[src/rtl/rgmii_rx_delay_cal_if.sv]
// Control/status bundle between the RGMII RX delay calibrator and its surroundings.
// The master side drives requests and frame status; the slave (the calibrator) drives IDELAY taps and results.
interface rgmii_rx_delay_cal_if;
    logic       ctrl_rdy;
    logic       cal_start;
    logic       frame_ok;
    logic       frame_err;
    logic [4:0] tap_value;
    logic       tap_ld;
    logic       busy;
    logic       done;
    logic       fail;
    logic [4:0] best_tap;
    logic [5:0] eye_width;

    modport master (
        output ctrl_rdy, cal_start, frame_ok, frame_err,
        input  tap_value, tap_ld, busy, done, fail, best_tap, eye_width
    );

    modport slave (
        input  ctrl_rdy, cal_start, frame_ok, frame_err,
        output tap_value, tap_ld, busy, done, fail, best_tap, eye_width
    );
endinterface

[src/rtl/rgmii_rx_delay_cal.sv]
// RGMII RX IDELAYE2 calibration: sweeps all 32 taps, scores each one by received frame
// quality and settles on the centre of the longest contiguous passing window.
module rgmii_rx_delay_cal #(
    parameter int FRAMES_PER_TAP = 8,
    parameter int SETTLE_CYCLES  = 16,
    parameter int TIMEOUT_CYCLES = 65536,
    parameter int DEFAULT_TAP    = 0
) (
    input logic                  clk,
    input logic                  rst,
    rgmii_rx_delay_cal_if.slave  cal_if
);

    localparam int              TO_W        = $clog2(TIMEOUT_CYCLES + 1);
    localparam logic [4:0]      DEF_TAP     = 5'(DEFAULT_TAP);
    localparam logic [7:0]      FRAMES      = 8'(FRAMES_PER_TAP);
    localparam logic [7:0]      SETTLE_LAST = 8'(SETTLE_CYCLES - 1);
    localparam logic [TO_W-1:0] TO_LIMIT    = TO_W'(TIMEOUT_CYCLES);
    localparam logic [TO_W-1:0] TO_ONE      = TO_W'(1);

    typedef enum logic [2:0] {
        ST_IDLE,
        ST_LOAD,
        ST_SETTLE,
        ST_MEASURE,
        ST_EVAL,
        ST_FINAL,
        ST_DONE,
        ST_ABORT
    } state_t;

    state_t          state_q, state_d;
    logic [4:0]      cur_tap_q, cur_tap_d;
    logic [7:0]      settle_cnt_q, settle_cnt_d;
    logic [7:0]      ok_cnt_q, ok_cnt_d;
    logic            err_flag_q, err_flag_d;
    logic [TO_W-1:0] to_cnt_q, to_cnt_d;
    logic [5:0]      run_len_q, run_len_d;
    logic [4:0]      run_start_q, run_start_d;
    logic [5:0]      best_len_q, best_len_d;
    logic [4:0]      best_start_q, best_start_d;
    logic            abort_pend_q, abort_pend_d;
    logic [4:0]      tap_value_q, tap_value_d;
    logic            tap_ld_q, tap_ld_d;
    logic            busy_q, busy_d;
    logic            done_q, done_d;
    logic            fail_q, fail_d;
    logic [4:0]      best_tap_q, best_tap_d;
    logic [5:0]      eye_width_q, eye_width_d;

    logic            tap_pass;
    logic            abort_req;
    logic            go_abort;
    logic [7:0]      ok_next;
    logic            err_next;
    logic [TO_W-1:0] to_next;
    logic [5:0]      ext_len;
    logic [4:0]      ext_start;
    logic [5:0]      close_len;
    logic [4:0]      close_start;
    logic            do_close;
    logic [5:0]      sel_len;
    logic [4:0]      sel_start;
    logic [4:0]      final_tap;

    always_ff @(posedge clk or posedge rst) begin
        if (rst) begin
            state_q      <= ST_IDLE;
            cur_tap_q    <= 5'd0;
            settle_cnt_q <= 8'd0;
            ok_cnt_q     <= 8'd0;
            err_flag_q   <= 1'b0;
            to_cnt_q     <= '0;
            run_len_q    <= 6'd0;
            run_start_q  <= 5'd0;
            best_len_q   <= 6'd0;
            best_start_q <= 5'd0;
            abort_pend_q <= 1'b0;
            tap_value_q  <= DEF_TAP;
            tap_ld_q     <= 1'b0;
            busy_q       <= 1'b0;
            done_q       <= 1'b0;
            fail_q       <= 1'b0;
            best_tap_q   <= DEF_TAP;
            eye_width_q  <= 6'd0;
        end else begin
            state_q      <= state_d;
            cur_tap_q    <= cur_tap_d;
            settle_cnt_q <= settle_cnt_d;
            ok_cnt_q     <= ok_cnt_d;
            err_flag_q   <= err_flag_d;
            to_cnt_q     <= to_cnt_d;
            run_len_q    <= run_len_d;
            run_start_q  <= run_start_d;
            best_len_q   <= best_len_d;
            best_start_q <= best_start_d;
            abort_pend_q <= abort_pend_d;
            tap_value_q  <= tap_value_d;
            tap_ld_q     <= tap_ld_d;
            busy_q       <= busy_d;
            done_q       <= done_d;
            fail_q       <= fail_d;
            best_tap_q   <= best_tap_d;
            eye_width_q  <= eye_width_d;
        end
    end

    always_comb begin
        state_d      = state_q;
        cur_tap_d    = cur_tap_q;
        settle_cnt_d = settle_cnt_q;
        ok_cnt_d     = ok_cnt_q;
        err_flag_d   = err_flag_q;
        to_cnt_d     = to_cnt_q;
        run_len_d    = run_len_q;
        run_start_d  = run_start_q;
        best_len_d   = best_len_q;
        best_start_d = best_start_q;
        abort_pend_d = abort_pend_q;
        tap_value_d  = tap_value_q;
        tap_ld_d     = 1'b0;
        done_d       = done_q;
        fail_d       = fail_q;
        best_tap_d   = best_tap_q;
        eye_width_d  = eye_width_q;
        go_abort     = 1'b0;

        tap_pass  = (ok_cnt_q >= FRAMES) && !err_flag_q;
        abort_req = !cal_if.ctrl_rdy || abort_pend_q;
        ok_next   = (ok_cnt_q == 8'hFF) ? ok_cnt_q : ok_cnt_q + {7'd0, cal_if.frame_ok};
        err_next  = err_flag_q | cal_if.frame_err;
        to_next   = to_cnt_q + TO_ONE;

        // A pass extends the open run; a fail (or the last tap) closes whatever is open.
        ext_len   = run_len_q + 6'd1;
        ext_start = (run_len_q == 6'd0) ? cur_tap_q : run_start_q;
        if (tap_pass) begin
            close_len   = ext_len;
            close_start = ext_start;
            do_close    = (cur_tap_q == 5'd31);
        end else begin
            close_len   = run_len_q;
            close_start = run_start_q;
            do_close    = 1'b1;
        end
        if (do_close && (close_len > best_len_q)) begin
            sel_len   = close_len;
            sel_start = close_start;
        end else begin
            sel_len   = best_len_q;
            sel_start = best_start_q;
        end
        final_tap = (sel_len != 6'd0) ? sel_start + 5'((sel_len - 6'd1) >> 1) : DEF_TAP;

        case (state_q)
            ST_IDLE: begin
                if (cal_if.cal_start && cal_if.ctrl_rdy) begin
                    state_d      = ST_LOAD;
                    done_d       = 1'b0;
                    fail_d       = 1'b0;
                    eye_width_d  = 6'd0;
                    run_len_d    = 6'd0;
                    run_start_d  = 5'd0;
                    best_len_d   = 6'd0;
                    best_start_d = 5'd0;
                    abort_pend_d = 1'b0;
                    cur_tap_d    = 5'd0;
                    tap_value_d  = 5'd0;
                    tap_ld_d     = 1'b1;
                end
            end
            // Aborting straight out of LOAD would put two LD pulses back to back, so defer it.
            ST_LOAD: begin
                state_d      = ST_SETTLE;
                settle_cnt_d = 8'd0;
                if (!cal_if.ctrl_rdy) begin
                    abort_pend_d = 1'b1;
                end
            end
            ST_SETTLE: begin
                go_abort = abort_req;
                if (settle_cnt_q == SETTLE_LAST) begin
                    state_d    = ST_MEASURE;
                    ok_cnt_d   = 8'd0;
                    err_flag_d = 1'b0;
                    to_cnt_d   = '0;
                end else begin
                    settle_cnt_d = settle_cnt_q + 8'd1;
                end
            end
            ST_MEASURE: begin
                go_abort   = abort_req;
                ok_cnt_d   = ok_next;
                err_flag_d = err_next;
                to_cnt_d   = to_next;
                if ((ok_next >= FRAMES) || err_next || (to_next == TO_LIMIT)) begin
                    state_d = ST_EVAL;
                end
            end
            ST_EVAL: begin
                go_abort     = abort_req;
                run_len_d    = (tap_pass && !do_close) ? ext_len : 6'd0;
                run_start_d  = ext_start;
                best_len_d   = sel_len;
                best_start_d = sel_start;
                tap_ld_d     = 1'b1;
                if (cur_tap_q == 5'd31) begin
                    state_d     = ST_FINAL;
                    best_tap_d  = final_tap;
                    tap_value_d = final_tap;
                    eye_width_d = sel_len;
                    fail_d      = (sel_len == 6'd0);
                end else begin
                    state_d     = ST_LOAD;
                    cur_tap_d   = cur_tap_q + 5'd1;
                    tap_value_d = cur_tap_q + 5'd1;
                end
            end
            ST_FINAL: begin
                state_d = ST_DONE;
                done_d  = 1'b1;
            end
            ST_DONE:  state_d = ST_IDLE;
            ST_ABORT: state_d = ST_IDLE;
            default:  state_d = ST_IDLE;
        endcase

        if (go_abort) begin
            state_d      = ST_ABORT;
            abort_pend_d = 1'b0;
            tap_ld_d     = 1'b1;
            tap_value_d  = DEF_TAP;
            best_tap_d   = DEF_TAP;
            eye_width_d  = 6'd0;
            fail_d       = 1'b1;
            done_d       = 1'b1;
        end

        busy_d = (state_d != ST_IDLE) && (state_d != ST_DONE) && (state_d != ST_ABORT);
    end

    assign cal_if.tap_value = tap_value_q;
    assign cal_if.tap_ld    = tap_ld_q;
    assign cal_if.busy      = busy_q;
    assign cal_if.done      = done_q;
    assign cal_if.fail      = fail_q;
    assign cal_if.best_tap  = best_tap_q;
    assign cal_if.eye_width = eye_width_q;

endmodule

[src/flat_wrapper.sv]
// flat-port wrapper written by rule: the top's interface ports become plain ports
module rgmii_rx_delay_cal_flat 
#(
    parameter int FRAMES_PER_TAP = 8,
    parameter int SETTLE_CYCLES  = 16,
    parameter int TIMEOUT_CYCLES = 65536,
    parameter int DEFAULT_TAP    = 0
)
  (clk, rst, cal_if_ctrl_rdy, cal_if_cal_start, cal_if_frame_ok, cal_if_frame_err, cal_if_tap_value, cal_if_tap_ld, cal_if_busy, cal_if_done, cal_if_fail, cal_if_best_tap, cal_if_eye_width);
  rgmii_rx_delay_cal_if cal_if_i ();
  input logic clk;
  input logic rst;
  input wire logic [$bits(cal_if_i.ctrl_rdy)-1:0] cal_if_ctrl_rdy;
  input wire logic [$bits(cal_if_i.cal_start)-1:0] cal_if_cal_start;
  input wire logic [$bits(cal_if_i.frame_ok)-1:0] cal_if_frame_ok;
  input wire logic [$bits(cal_if_i.frame_err)-1:0] cal_if_frame_err;
  output wire logic [$bits(cal_if_i.tap_value)-1:0] cal_if_tap_value;
  output wire logic [$bits(cal_if_i.tap_ld)-1:0] cal_if_tap_ld;
  output wire logic [$bits(cal_if_i.busy)-1:0] cal_if_busy;
  output wire logic [$bits(cal_if_i.done)-1:0] cal_if_done;
  output wire logic [$bits(cal_if_i.fail)-1:0] cal_if_fail;
  output wire logic [$bits(cal_if_i.best_tap)-1:0] cal_if_best_tap;
  output wire logic [$bits(cal_if_i.eye_width)-1:0] cal_if_eye_width;
  assign cal_if_i.ctrl_rdy = cal_if_ctrl_rdy;
  assign cal_if_i.cal_start = cal_if_cal_start;
  assign cal_if_i.frame_ok = cal_if_frame_ok;
  assign cal_if_i.frame_err = cal_if_frame_err;
  assign cal_if_tap_value = cal_if_i.tap_value;
  assign cal_if_tap_ld = cal_if_i.tap_ld;
  assign cal_if_busy = cal_if_i.busy;
  assign cal_if_done = cal_if_i.done;
  assign cal_if_fail = cal_if_i.fail;
  assign cal_if_best_tap = cal_if_i.best_tap;
  assign cal_if_eye_width = cal_if_i.eye_width;
  rgmii_rx_delay_cal #(.FRAMES_PER_TAP(FRAMES_PER_TAP), .SETTLE_CYCLES(SETTLE_CYCLES), .TIMEOUT_CYCLES(TIMEOUT_CYCLES), .DEFAULT_TAP(DEFAULT_TAP)) u_core (.clk(clk), .rst(rst), .cal_if(cal_if_i));
endmodule
[config.mk]
export PLATFORM = sky130hd
export DESIGN_NAME = rgmii_rx_delay_cal_flat
export DESIGN_NICKNAME = d
export VERILOG_FILES = /design/src/rtl/rgmii_rx_delay_cal_if.sv /design/src/rtl/rgmii_rx_delay_cal.sv /design/src/flat_wrapper.sv
export SDC_FILE = /design/constraint.sdc
export NUM_CORES = 1
export LEC_CHECK = 0
export ABC_AREA = 1
export BUFFER_PORTS_ARGS = -buffer_cell sky130_fd_sc_hd__buf_2
export CAP_MARGIN = 5
export CORE_UTILIZATION = 48
export CTS_BUF_LIST = sky130_fd_sc_hd__clkbuf_8
export DETAILED_ROUTE_END_ITERATION = 8
export GPL_ROUTABILITY_DRIVEN = 0
export PLACE_DENSITY_LB_ADDON = 0.15
export RECOVER_POWER = 50
export SKIP_LAST_GASP = 1
export SYNTH_ARGS = -nofsm -noshare
export SYNTH_HDL_FRONTEND = slang
export SYNTH_SLANG_ARGS = --single-unit
export TNS_END_PERCENT = 1
[constraint.sdc]
create_clock -name clk -period 5.1 [get_ports clk]
set_input_delay 0.51 -clock clk [delete_from_list [all_inputs] [get_ports clk]]
set_output_delay 0.51 -clock clk [all_outputs]
set_load 0.03 [all_outputs]
---- Word level (Yosys, flattened, before mapping) ----
Index checks and enable logic that the tools add are counted.
operators by class
  $add $sub $neg .......................... 7
  magnitude comparators ................... 3
  eq/ne operators ......................... 20
  muxes and demuxes ....................... 53
  bitwise logic cells ..................... 1
  reduce and logical (&&, ||, !) cells .... 36
operators by type and width
  kind                                                                    count
  5-bit 2-to-1 mux                                                        11
  5-bit one-hot mux with 2 select lines                                   4
  6-bit 2-to-1 mux                                                        6
  6-bit one-hot mux with 2 select lines                                   3
  17-bit one-hot mux with 2 select lines                                  1
  8-bit one-hot mux with 2 select lines                                   2
  8-bit 2-to-1 mux                                                        3
  3-bit one-hot mux with 7 select lines                                   1
  17-bit by 1-bit adder with 17-bit output (second input constant)        1
  17-bit equality test (second input constant)                            1
  17-bit 2-to-1 mux                                                       1
  8-bit by 4-bit >= comparator with 1-bit output (second input constant)  2
  3-bit 2-to-1 mux                                                        5
  3-bit equality test (second input constant)                             4
  6-bit zero test                                                         2
  2-bit AND reduction                                                     6
  3-bit nonzero test                                                      4
  1-bit 2-to-1 mux                                                        11
  1-bit one-hot mux with 2 select lines                                   5
  2-bit nonzero test                                                      5
  3-bit AND reduction                                                     3
  8-bit by 1-bit adder with 8-bit output                                  1
  8-bit by 1-bit adder with 8-bit output (second input constant)          1
  8-bit by 4-bit equality test with 1-bit output (second input constant)  1
  22 further kinds                                                        36
word-level totals
  bits in registers ....................... 85
  input bits .............................. 6
  output and inout bits ................... 20
  logic and storage cells ................. 138

---- Longest topological paths before layout ----
  depth after elaboration ................. 12
  mapped depth ............................ 35
  gate-level depth less buffers ........... 34

---- Worst setup path after synthesis ----
Ideal clock, no wire load.
  path type ............................... register -> register
  start point ............................. reg u_core.run_len_q[2]
  end point ............................... reg u_core.tap_value_q[4] (netlist: u_core.cal_if.tap_value[4])
  library setup time ...................... 117 ps
  arrival ................................. 3527 ps
  data required time ...................... 4983 ps
  setup slack ............................. 1457 ps
  cell stages (with the launch flop) ...... 32
  buffers on the path ..................... 0
  clock period less this slack ............ 3643 ps
  cells stage by stage .................... dfrtp_1 nand3_1 nor2_1 nand2_1 xor2_1 o21ai_0 inv_1 ha_1 a21oi_1 nand2_1 nor2_1 nor2_4 nand2_1 nand2_1 nor2_1 inv_2 nor2_4 inv_1 nand2_1 nand2_1 ha_1 inv_1 o21bai_1 a31oi_1 nand3_1 nand2_1 nand3b_1 nand2_1 nand2_1 nand2_1 nand2_1 nand2_1
between the ends
  longest elaborated chain between the ends .. 11
  elaborated cells on any way between the ends .. 16
  those cells by class .................... 3 x add/sub; 1 x order compare; 9 x mux; 3 x reduce/logical
ends and longest elaborated chain
  item                                         line                       RTL
  start, declared                              rgmii_rx_delay_cal.sv:38   logic [5:0] run_len_q, run_len_d;
  start signal, assigned                       rgmii_rx_delay_cal.sv:93   run_len_q <= run_len_d;
  6-bit by 1-bit adder with 6-bit output       rgmii_rx_delay_cal.sv:135  ext_len = run_len_q + 6'd1;
  6-bit 2-to-1 mux                             rgmii_rx_delay_cal.sv:137  if (tap_pass) begin
  6-bit > comparator                           rgmii_rx_delay_cal.sv:146  if (do_close && (close_len > best_len_q)) begin
  1-bit logical AND                            rgmii_rx_delay_cal.sv:146
  6-bit 2-to-1 mux                             rgmii_rx_delay_cal.sv:146
  6-bit by 1-bit subtractor with 6-bit output  rgmii_rx_delay_cal.sv:153  final_tap = (sel_len != 6'd0) ? sel_start + 5'((sel_len - 6'd1) >> 1) : DEF_TAP;
  5-bit adder                                  rgmii_rx_delay_cal.sv:153
  5-bit 2-to-1 mux *                           rgmii_rx_delay_cal.sv:153
  5-bit 2-to-1 mux *                           rgmii_rx_delay_cal.sv:207  if (cur_tap_q == 5'd31) begin
  5-bit one-hot mux with 2 select lines *      rgmii_rx_delay_cal.sv:155  case (state_q)
  5-bit 2-to-1 mux *                           rgmii_rx_delay_cal.sv:228  if (go_abort) begin
  end signal, assigned                         rgmii_rx_delay_cal.sv:98   tap_value_q <= tap_value_d;
  end, declared                                rgmii_rx_delay_cal.sv:43   logic [4:0] tap_value_q, tap_value_d;
Every way passes the cells marked *; elsewhere a longest branch is shown, timed or not.
A chain may end at the register's enable or synchronous reset.

---- Worst setup path after layout ----
Same ends and word-level chain as after synthesis.

==> results.toml <==
[run_status]
outcome = "finished with violations"
violations = "capacitance limit, slew limit"

[floorplan]
die_w_microns = 105
die_area_sq_um = 11000
start_util = 0.494
coreArea_sq_um = 10300
die_y_microns = 105
num_rows = 37
ios = 26

[global_route]
grt.total_usage = 0.225
grt_max_degree = 54
overflow = 0
grt_first_pass_wirelength_mm = 19.7
antenna_found_initial = 0
grt_pass1_vias = 4176

[power]
swShare = 0.496
power_density_nw_per_um2 = 616
intPower_mw = 1.71
seqPwrFrac = 0.286
p_clk_frac = 0.158
p_switching_mw = 1.68
pwr-share-comb = 0.556
p_leak_nw = 2.63
peakVddDrop_v = 0.000387

[min_path]
min_path_type = "input port to asynchronous set/reset pin"

[yosys]
ys_warn_count = 0
synth_top_area_cell = "dfrtp_1"
syn-cell-area_sq_um = 5070
synthTopCellsByArea = "dfrtp_1, nand2_1, inv_1"
synth.distinct_cells = 38
async_flop_share = 1.00
ys.flop_type = "dfrtp_1"
syn_inst = 678
yosysSeqAreaShare = 0.419
synth_top_area_share = 0.419
synth_edf_count = 0
ys_ff_latch = 85
syn_nets = 703
synth_area_per_cell_sq_um = 7.48
synthTopCellsByCount = "nand2_1, dfrtp_1, inv_1"
synth_most_common_cell = "nand2_1"

[cts]
cts_tree = "yes"
cts_setup_buffers = 0
cts_buffers = 9
postCtsResizedCells = 0
cts_root_buffer = "clkbuf_8"
worstSkewPairLatency_ps = 380
ctsHtreeMaxLevel = 3
cts.sink_count = 85
clkSlewWorstSetupHoldPaths_ps = 90
hold_buffers = 0
clock_path_buffers = 2

[timing]
hold_viol_final = 0
fin_setup_tns_ps = 0
fin_crit_sh = 0.846
min_period_ps = 4320
rsz0062_at_grt = "no"
slew_headroom = -0.831
maxSlewViolCount = 54
fmax_mhz = 232
fin_skew_ps = 12.9
setup_viol = 0
worstMarginPinSlew_ps = 2750
setup_ws_ps = 784

[placed_design]
place_ws_ps = 857
place_area_sq_um = 5320
port_buffers = 25
dp_hpwl_mm = 8.39

[detailed_routing]
routed_via_density = 5.22
drtAntennaViolNets = 0
routedWlPerCell_microns = 13.3
dr.pass1.iters = 5
drtIter0Drc = 273
drt-total-wl_mm = 11.2
route.vias.total = 4412
route.detailed.drc = 0

[critical_path]
critical_path_class = "flop to flop"
cp_slowest_cell = "dfrtp_1"
cp.required_ps = 5420
start_kind = "flop"
max_stage_delay_ps = 430
crit_path_end_kind = "flop"
cp.arrival_ps = 4630
path_delay_family = "simple AND/OR/NAND/NOR gates"
worstPathMaxFanout = 15
crit_top_cell = "nand2_1"
path_buf_inv = 5

[finish]
design_area_sq_um = 5510
post_route_cells_drive_above_1_share = 0.0903
area_growth_syn_to_layout_pct = 8.66
n_antenna_cell = 0
finalNetCount = 729

[flow_run]
drv_cap = 1
[worst paths after layout]
| check | from | end | slack, ps | depth (start not counted) |
|---|---|---|---|---|
| max | u_core.run_len_q[2] | u_core.cal_if.tap_value[4] | 780 | 33 |
| min | rst | u_core.abort_pend_q | 440 | 2 |
| min reg2reg | u_core.cal_if.tap_value[0] | u_core.cal_if.tap_value[0] | 490 | 2 |
| max in group asynchronous | rst | u_core.ok_cnt_q[0] | 1520 | 3 |
| min in group clk | cal_if_frame_err | u_core.err_flag_q | 470 | 3 |
| max reg2reg | u_core.run_len_q[2] | u_core.cal_if.tap_value[4] | 780 | 33 |
[power by group through the flow]
stage	sequential (mW)	combinational (mW)	clock, mW
2_1_floorplan	1.00	1.47	0
3_3_place_gp	0.977	1.84	0
3_5_place_dp	0.982	1.87	0
4_1_cts	0.969	1.89	0.549
5_1_grt	0.996	2.15	0.578
6_report	0.971	1.89	0.538
[cells by family (layout without fill, tap and decap cells)]
| logic type | Yosys count | count (layout) | synth area share |
|---|---|---|---|
| xor+xnor | 10 | 10 | 0.0187 |
| flops | 85 | 85 | 0.419 |
| simple gates | 342 | 342 | 0.297 |
| fa+ha+maj | 19 | 19 | 0.0483 |
| buf+inv | 104 | 135 | 0.0816 |
| compound gates | 118 | 118 | 0.135 |
[state kept, by name, indices dropped and copies added, names as in the netlist, 3 cells and up]
| signal | cells |
|---|---|
| u_core.to_cnt_q | 17 |
| u_core.ok_cnt_q | 8 |
| u_core.settle_cnt_q | 8 |
| u_core.best_len_q | 6 |
| u_core.cal_if.eye_width | 6 |
| u_core.run_len_q | 6 |
| u_core.best_start_q | 5 |
| u_core.cal_if.best_tap | 5 |
| u_core.cal_if.tap_value | 5 |
| u_core.cur_tap_q | 5 |
| u_core.run_start_q | 5 |
| u_core.state_q | 3 |
[cell usage in the layout (no fill, tap or decap), types with 6 or more instances in the layout]
cell type	instances
dfrtp_1	85
nand2_2	6
o22ai_1	24
xor2_1	8
nand2_1	200
nor2_4	6
inv_1	83
inv_2	6
a21oi_1	16
clkbuf_1	19
nand3_1	47
o21ai_0	55
o21ai_1	7
nor3_1	8
buf_2	7
clkbuf_8	9
ha_1	18
nor2_1	52
nand4_1	8
[stage by stage]
stage	hold slack [ps]	power, mW	util	instances
floorplan	464	2.47	-	678
global placement	465	2.81	0.517	829
detailed placement	469	2.86	0.517	829
CTS	174	3.40	0.539	845
global route	490	3.72	0.536	845
finish	440	3.40	0.536	845
[metal layers]
layer  global-route usage  wire length (microns)
met5                    0                      0
met4               0.0865                    239
met3               0.0362                    488
met2                0.340                   4760
met1                0.324                   5720
[layout make-up]
| cell class | count | area (sq um) |
|---|---|---|
| multi-input cells | 489 | 2530 |
| fillers | 1010 | 4770 |
| flip-flops and latches | 85 | 2130 |
| well taps | 136 | 170 |
| repair buffers | 27 | 114 |
| clock inverters | 7 | 98.8 |
| clock buffers | 9 | 124 |
| inverters | 92 | 347 |
Note: power is estimated with default switching activity, not from simulation.
